`src/rtl/seg7_pkg.sv`:
```
// Shared types, segment patterns and the BCD-to-segment function for the
// seg7 display driver.
package seg7_pkg;

  localparam int NUM_DIGITS = 8;

  typedef logic [3:0]                  bcd_t;
  typedef bcd_t [NUM_DIGITS-1:0]       frame_t;

  // Active-high segments, bit0=a .. bit6=g
  localparam logic [6:0] SEG_0    = 7'h3F;
  localparam logic [6:0] SEG_1    = 7'h06;
  localparam logic [6:0] SEG_2    = 7'h5B;
  localparam logic [6:0] SEG_3    = 7'h4F;
  localparam logic [6:0] SEG_4    = 7'h66;
  localparam logic [6:0] SEG_5    = 7'h6D;
  localparam logic [6:0] SEG_6    = 7'h7D;
  localparam logic [6:0] SEG_7    = 7'h07;
  localparam logic [6:0] SEG_8    = 7'h7F;
  localparam logic [6:0] SEG_9    = 7'h6F;
  localparam logic [6:0] SEG_DASH = 7'h40;
  localparam logic [6:0] SEG_OFF  = 7'h00;

  function automatic logic [6:0] bcd2seg(input logic [3:0] bcd);
    logic [6:0] pat;
    case (bcd)
      4'd0:    pat = SEG_0;
      4'd1:    pat = SEG_1;
      4'd2:    pat = SEG_2;
      4'd3:    pat = SEG_3;
      4'd4:    pat = SEG_4;
      4'd5:    pat = SEG_5;
      4'd6:    pat = SEG_6;
      4'd7:    pat = SEG_7;
      4'd8:    pat = SEG_8;
      4'd9:    pat = SEG_9;
      default: pat = SEG_DASH;  // non-BCD codes show a dash
    endcase
    return pat;
  endfunction

endpackage

```
`src/rtl/seg7_decode.sv`:
```
// Purely combinational BCD digit to 7-segment pattern decoder.
module seg7_decode
  import seg7_pkg::*;
(
  input  logic [3:0] i_bcd,
  output logic [6:0] o_seg
);

  assign o_seg = bcd2seg(i_bcd);

endmodule

```
`src/rtl/seg7_scan.sv`:
```
// Time-multiplexed 8-digit 7-segment scanner with a per-frame input snapshot.
// Define SEG7_LZ_BLANK_EN to enable leading-zero blanking.
module seg7_scan
  import seg7_pkg::*;
#(
  parameter int CLK_DIV = 50000
) (
  input  logic       clk,
  input  logic       reset,
  input  logic [3:0] cnt_d0,
  input  logic [3:0] cnt_d1,
  input  logic [3:0] cnt_d2,
  input  logic [3:0] cnt_d3,
  input  logic [3:0] cnt_d4,
  input  logic [3:0] cnt_d5,
  input  logic [3:0] cnt_d6,
  input  logic [3:0] cnt_d7,
  output logic [6:0] seg,
  output logic [7:0] dig_sel,
  output logic       frame_start
);

  localparam int             PW      = (CLK_DIV > 1) ? $clog2(CLK_DIV) : 1;
  localparam logic [PW-1:0]  PRE_MAX = PW'(CLK_DIV - 1);

  logic [PW-1:0] r_pre_cnt;
  logic [2:0]    r_idx;
  logic          r_first_done;
  frame_t        r_snap;
  logic [6:0]    r_seg;
  logic [7:0]    r_dig_sel;
  logic          r_frame_start;

  logic          w_tick;
  logic [2:0]    w_idx_next;
  logic          w_new_frame;
  frame_t        w_in;
  frame_t        w_digits;
  logic [6:0]    w_dec_seg;
  logic          w_blank;
  logic [6:0]    w_seg_next;

  assign w_in        = {cnt_d7, cnt_d6, cnt_d5, cnt_d4, cnt_d3, cnt_d2, cnt_d1, cnt_d0};
  assign w_tick      = (r_pre_cnt == PRE_MAX);
  assign w_idx_next  = r_first_done ? r_idx + 3'd1 : 3'd0;
  assign w_new_frame = w_tick && (w_idx_next == 3'd0);

  // The digit-0 slot is decoded from the snapshot being taken on this very tick.
  assign w_digits = w_new_frame ? w_in : r_snap;

  seg7_decode u_decode (
    .i_bcd (w_digits[w_idx_next]),
    .o_seg (w_dec_seg)
  );

`ifdef SEG7_LZ_BLANK_EN
  logic [2:0] w_top;

  always_comb begin
    w_top = 3'd0;
    for (int i = 1; i < NUM_DIGITS; i++) begin
      if (w_digits[i] != 4'd0) w_top = 3'(i);
    end
  end

  assign w_blank = (w_idx_next > w_top);
`else
  assign w_blank = 1'b0;
`endif

  assign w_seg_next = w_blank ? SEG_OFF : w_dec_seg;

  // NOTE: the snapshot is a small flop bank, not a RAM, so it is reset with the rest of the state.
  always_ff @(posedge clk or posedge reset) begin
    if (reset) begin
      r_pre_cnt     <= '0;
      r_idx         <= 3'd0;
      r_first_done  <= 1'b0;
      r_snap        <= '0;
      r_seg         <= SEG_OFF;
      r_dig_sel     <= 8'hFF;
      r_frame_start <= 1'b0;
    end else begin
      r_pre_cnt     <= w_tick ? '0 : r_pre_cnt + PW'(1);
      r_frame_start <= w_new_frame;
      if (w_new_frame) r_snap <= w_in;
      if (w_tick) begin
        r_idx        <= w_idx_next;
        r_first_done <= 1'b1;
        r_seg        <= w_seg_next;
        r_dig_sel    <= ~(8'b1 << w_idx_next);
      end
    end
  end

  assign seg         = r_seg;
  assign dig_sel     = r_dig_sel;
  assign frame_start = r_frame_start;

endmodule

```
`config.mk`:
```
export PLATFORM = sky130hd
export DESIGN_NAME = seg7_scan
export DESIGN_NICKNAME = d
export VERILOG_FILES = /design/src/rtl/seg7_pkg.sv /design/src/rtl/seg7_decode.sv /design/src/rtl/seg7_scan.sv
export SDC_FILE = /design/constraint.sdc
export NUM_CORES = 1
export LEC_CHECK = 0
export ABC_CLOCK_PERIOD_IN_PS = 4300
export CORE_MARGIN = 1
export CORE_UTILIZATION = 50
export CTS_BUF_LIST = sky130_fd_sc_hd__clkbuf_4 sky130_fd_sc_hd__clkbuf_8 sky130_fd_sc_hd__clkbuf_16
export DETAILED_ROUTE_END_ITERATION = 10
export GPL_ROUTABILITY_DRIVEN = 0
export PLACE_DENSITY = 0.73
export SYNTH_ARGS = -nofsm -noshare
export SYNTH_HDL_FRONTEND = slang
export SYNTH_SLANG_ARGS = --single-unit
```
`constraint.sdc`:
```
create_clock -name clk -period 4.3 [get_ports clk]
set_clock_uncertainty 0.15 [all_clocks]
set_input_delay 0.86 -clock clk [delete_from_list [all_inputs] [get_ports clk]]
set_output_delay 0.86 -clock clk [all_outputs]
set_load 0.02 [all_outputs]
```
# Yosys cells after proc, flatten, opt, wreduce, memory -nomap -nowiden
# Memory sizes are Yosys's and may differ from the RTL's. A register that Yosys moved wholly into a read port is not among the register bits.
# Index checks and enable logic that the tools add are counted.
# totals
mem_count	1
rom_bits	112
ff_bits	61
wordCells	27
# memory_table
name	words	width	read_ports	rd_clocked_by_memory_dff	wr	line_no	text
(name not given)	16	7	1	1	0	seg7_pkg.sv:26	case (bcd)
# op_classes
n_mux	5
n_shift	1
n_reduce_logical	2
order_cmp	1
eq_ne	1
bitwise_logic	1
add_sub_neg	2
# op_table
cell	n
$mux 32	1
$add 16x1->16 const B	1
$eq 16x16->1 const B	1
$mux 16	1
$bmux 4 s3	1
$not 8->8	1
$shl 1x3->8 const A	1
$lt 3x4->1 const B	1
$mux 4	1
$add 3x1->3 const B	1
$logic_not 3->1	1
$mux 3	1
$logic_and 1x1->1	1

# Depth between registers and ports, before layout
# logic_depth
word_depth	7
ltp_mapped	15
mapped_depth_nobuf	13

# By module
# Synthesis repeated with hierarchy kept, for this count alone.
# hier_totals
cells_unflattened	370
area_unflattened_um2	3360.7
# by_module_without_submodules
module	seq_area_each_um2	area_per_inst_um2	n_inst	cells_each
seg7_scan	1711.6	3135.5	1	341
seg7_decode	0.0	225.2	1	29

# Worst setup path before layout
# OpenSTA, ideal clock, no wires.
# synth_path
kind	reg-to-reg
startpoint	register r_idx[0]
endpoint	register r_seg[2] (netlist: seg[2])
n_path_buf	1
synth_period_minus_slack_ns	3.239
path_slack_ns	1.061
setup_time_ns	0.119
stages_incl_launch_ff	15
required_time_ns	4.031
arrival_ns	2.971
cell_sequence	dfrtp_1 ha_1 nand2b_1 o21ai_2 nand2_4 buf_6 inv_1 mux2_2 a211o_1 a22o_1 inv_1 ha_1 nand2_1 o32a_1 o21a_1
# synth_rtl
item	line_no	text
from (decl)	seg7_scan.sv:27	logic [2:0] r_idx;
from (signal assigned)	seg7_scan.sv:88	r_idx <= w_idx_next;
to (decl)	seg7_scan.sv:30	logic [6:0] r_seg;

==> flow_metrics.py <==
metrics = {
    "synth": {
        "yosysTopAreaCell": "dfrtp_1",
        "synth_nets": 371,
        "yosysUniqueCellTypes": 49,
        "synth_edf_count": 0,
        "ys_ff_latch": 68,
        "avgSynthCellArea_um2": 10.1,
        "synthFlopType": "dfrtp_1",
        "netlist_top_cells_area": "dfrtp_1 (45%), nand2_1 (10%), dfstp_2 (6.3%)",
        "yosysMostFrequentCell": "nand2_1",
        "netlist_instances": 329,
        "yosys_warnings": 0,
        "synth_top_area_share": 0.453,
        "synth_common_cells": "nand2_1 (88), dfrtp_1 (60), nor2_1 (19), o21ai_0 (15), nand3_1 (14)",
        "yosysSeqAreaShare": 0.516,
        "synthArstFlopShare": 1.00,
        "synth_area_um2": 3320,
    },
    "clock_network": {
        "postCtsSetupBuffers": 0,
        "cts_buffer_depth": 2,
        "hold_buffers": 0,
        "cts_tree": "done",
        "cts_sinks": 68,
        "ctsResizeCount": 0,
        "clock_latency_ns": 0.34,
        "clockRootBuffer": "clkbuf_8",
        "clkTransAtPathRegs_ns": 0.06,
        "cts_made_buffers": 9,
        "htreeDepth": 3,
    },
    "route": {
        "drt_wl_total_um": 7040,
        "ant_nets": 0,
        "dr_total_vias": 2545,
        "drc": 0,
        "drtIter0Drc": 178,
        "wire_per_inst_um": 15.2,
        "via_per_inst": 5.51,
        "dr.pass1.iters": 4,
    },
    "power_and_ir_drop": {
        "p_leak_uw": 0.00184,
        "vdd_ir_drop_max_v": 0.000201,
        "power_density_nw_per_um2": 304,
    },
    "sta": {
        "rsz0062_at_grt": "false",
        "fin_tns_setup_ns": 0,
        "period_needed_ns": 3.83,
        "hold_viol_final": 0,
        "drv_slew": 0,
        "period_share": 0.892,
        "slew_headroom": 0.378,
        "whs_ns": 0.299,
        "worst_pin_slew_ns": 0.928,
        "setup_viol_count_final": 0,
        "timing.final.ws_setup_ns": 0.466,
        "fmaxAchievable_mhz": 261,
    },
    "run_status": {
        "status": "finished clean",
    },
    "floorplan": {
        "start_util": 0.519,
        "die_area_um2": 6960,
        "die-width_um": 83.5,
        "core_um2": 6390,
        "rows": 29,
        "io_pins": 50,
        "die_h_um": 83.5,
    },
    "worst_hold_path": {
        "min_path_cells": 2,
        "hold_end": "dig_sel[1]$_DFFE_PP1N_",
        "hold_path.class": "reg2reg",
        "hold_start": "dig_sel[1]$_DFFE_PP1N_",
    },
    "layout": {
        "nets": 422,
        "diodes": 0,
        "syn2layout_area_growth_pct": 23.0,
        "final_cells": 462,
        "drive_gt1_frac": 0.140,
        "nFillCells": 540,
    },
    "setup_path": {
        "cpLargestDelayFamily": "compound AO/OA/AOI/OAI gates",
        "cp_data_arrival_time_ns": 3.91,
        "cp_cell_sequence": "ha_1 > nand2b_1 > o21ai_2 > nand2_4 > inv_1 > buf_4 > mux2_2 > o211a_1 > a22o_1 > inv_1 > ha_1 > nand2_1 > o32a_1 > o21a_1",
        "start_kind": "flip-flop",
        "slowest_stage": "dfrtp_1",
        "critPathBufInv": 3,
        "r2r_cells": 14,
        "r2r-start": "r_idx[0]$_DFFE_PP0N_",
        "r2r_end": "seg[2]$_DFFE_PP0N_",
        "critPathCaptureType": "flip-flop",
        "critPathMaxStageDelay_ns": 0.48,
        "crit_path_max_fanout": 32,
        "criticalPathCategory": "reg2reg",
        "crit_required_ns": 4.38,
        "reg2reg_slack_ns": 0.47,
    },
    "placed_design": {
        "io_buffers": 49,
        "pre_cts_slack_ns": 0.510,
        "placedCellCount": 446,
        "hpwl_um": 4990,
    },
    "grt": {
        "grt_pass1_vias": 2601,
        "gr-total-overflow": 0,
        "grt_use_total": 0.232,
        "grt_max_degree": 36,
        "antenna_found_initial": 0,
        "grt_pass1_wl_um": 12600,
    },
    "job": {
        "maxCapViolCount": 0,
    },
}
==> layer usage <==
metal	vias up	GRT usage	wire length, um
li1	1220	-	-
met1	1244	0.308	3250
met4	0	0.116	151
met2	63	0.370	3360
met5	-	0	0
met3	18	0.0425	281
==> how the worst max path moves through the flow <==
stage                    startpoint            endpoint  slack, ns  depth (start not counted)
3_5_place_dp   r_idx[0]$_DFFE_PP0N_  seg[2]$_DFFE_PP0N_       0.51                         14
4_1_cts        r_idx[0]$_DFFE_PP0N_  seg[2]$_DFFE_PP0N_       0.46                         14
2_1_floorplan  r_idx[0]$_DFFE_PP0N_  seg[2]$_DFFE_PP0N_       1.06                         14
3_3_place_gp   r_idx[0]$_DFFE_PP0N_  seg[2]$_DFFE_PP0N_       0.60                         14
6_report       r_idx[0]$_DFFE_PP0N_  seg[2]$_DFFE_PP0N_       0.47                         14
5_1_grt        r_idx[0]$_DFFE_PP0N_  seg[2]$_DFFE_PP0N_       0.15                         14
==> flip-flops by register name, summed over array words and instances, names as in the netlist <==
name	cells
r_first_done	1
frame_start	1
r_pre_cnt	16
seg	7
r_snap	32
r_idx	3
dig_sel	8
==> layout by cell type (no fill, tap or decap), types with 10 or more instances in the layout <==
| master | count |
|---|---|
| nand2_1 | 88 |
| dfrtp_1 | 60 |
| clkdlybuf4s50_1 | 49 |
| nor2_1 | 19 |
| o21ai_0 | 15 |
| nand3_1 | 14 |
| mux2_2 | 11 |
| clkbuf_8 | 11 |
| xor2_1 | 10 |
==> worst register-to-register path, delay by kind of cell (launching register included) <==
family,cells,cell delay (ns)
AO/OA/AOI/OAI,5,1.09
adder cells (fa/ha/maj),2,0.55
buffers and inverters,3,0.54
AND/OR/NAND/NOR,3,0.53
flip-flops,1,0.48
multiplexers,1,0.37
==> metrics by stage <==
stage	utilization	power, uW	instance area, um^2
after floorplan	-	672	3320
after global placement	0.606	711	3870
after detailed placement	0.606	711	3870
after CTS	0.639	1260	4080
after global routing	0.639	1290	4080
final	0.639	1240	4080
==> where the power goes <==
part | leakage [uW] | internal (uW) | switching, uW
combinational | 0.000976 | 31.8 | 21.3
sequential | 0.000755 | 644 | 0.971
clock | 0.000111 | 318 | 225
==> final cells by class <==
type,count,area [um^2],area share
multi-input cells,235,1480,0.363
well taps,77,96.3,0.0236
clock inverters,2,35.0,0.00859
flip-flops and latches,68,1710,0.420
clock buffers,14,174,0.0426
repair buffers,56,543,0.133
inverters,10,37.5,0.00920
==> cells by family after synthesis <==
logic type	after synthesis	share of synthesized area
AND/OR/NAND/NOR	146	0.204
flip-flops	68	0.516
AO/OA/AOI/OAI	47	0.100
buffers and inverters	26	0.0370
multiplexers	19	0.0732
XOR/XNOR	15	0.0396
adder cells (fa/ha/maj)	8	0.0302
(Power assumes the default switching activity.)
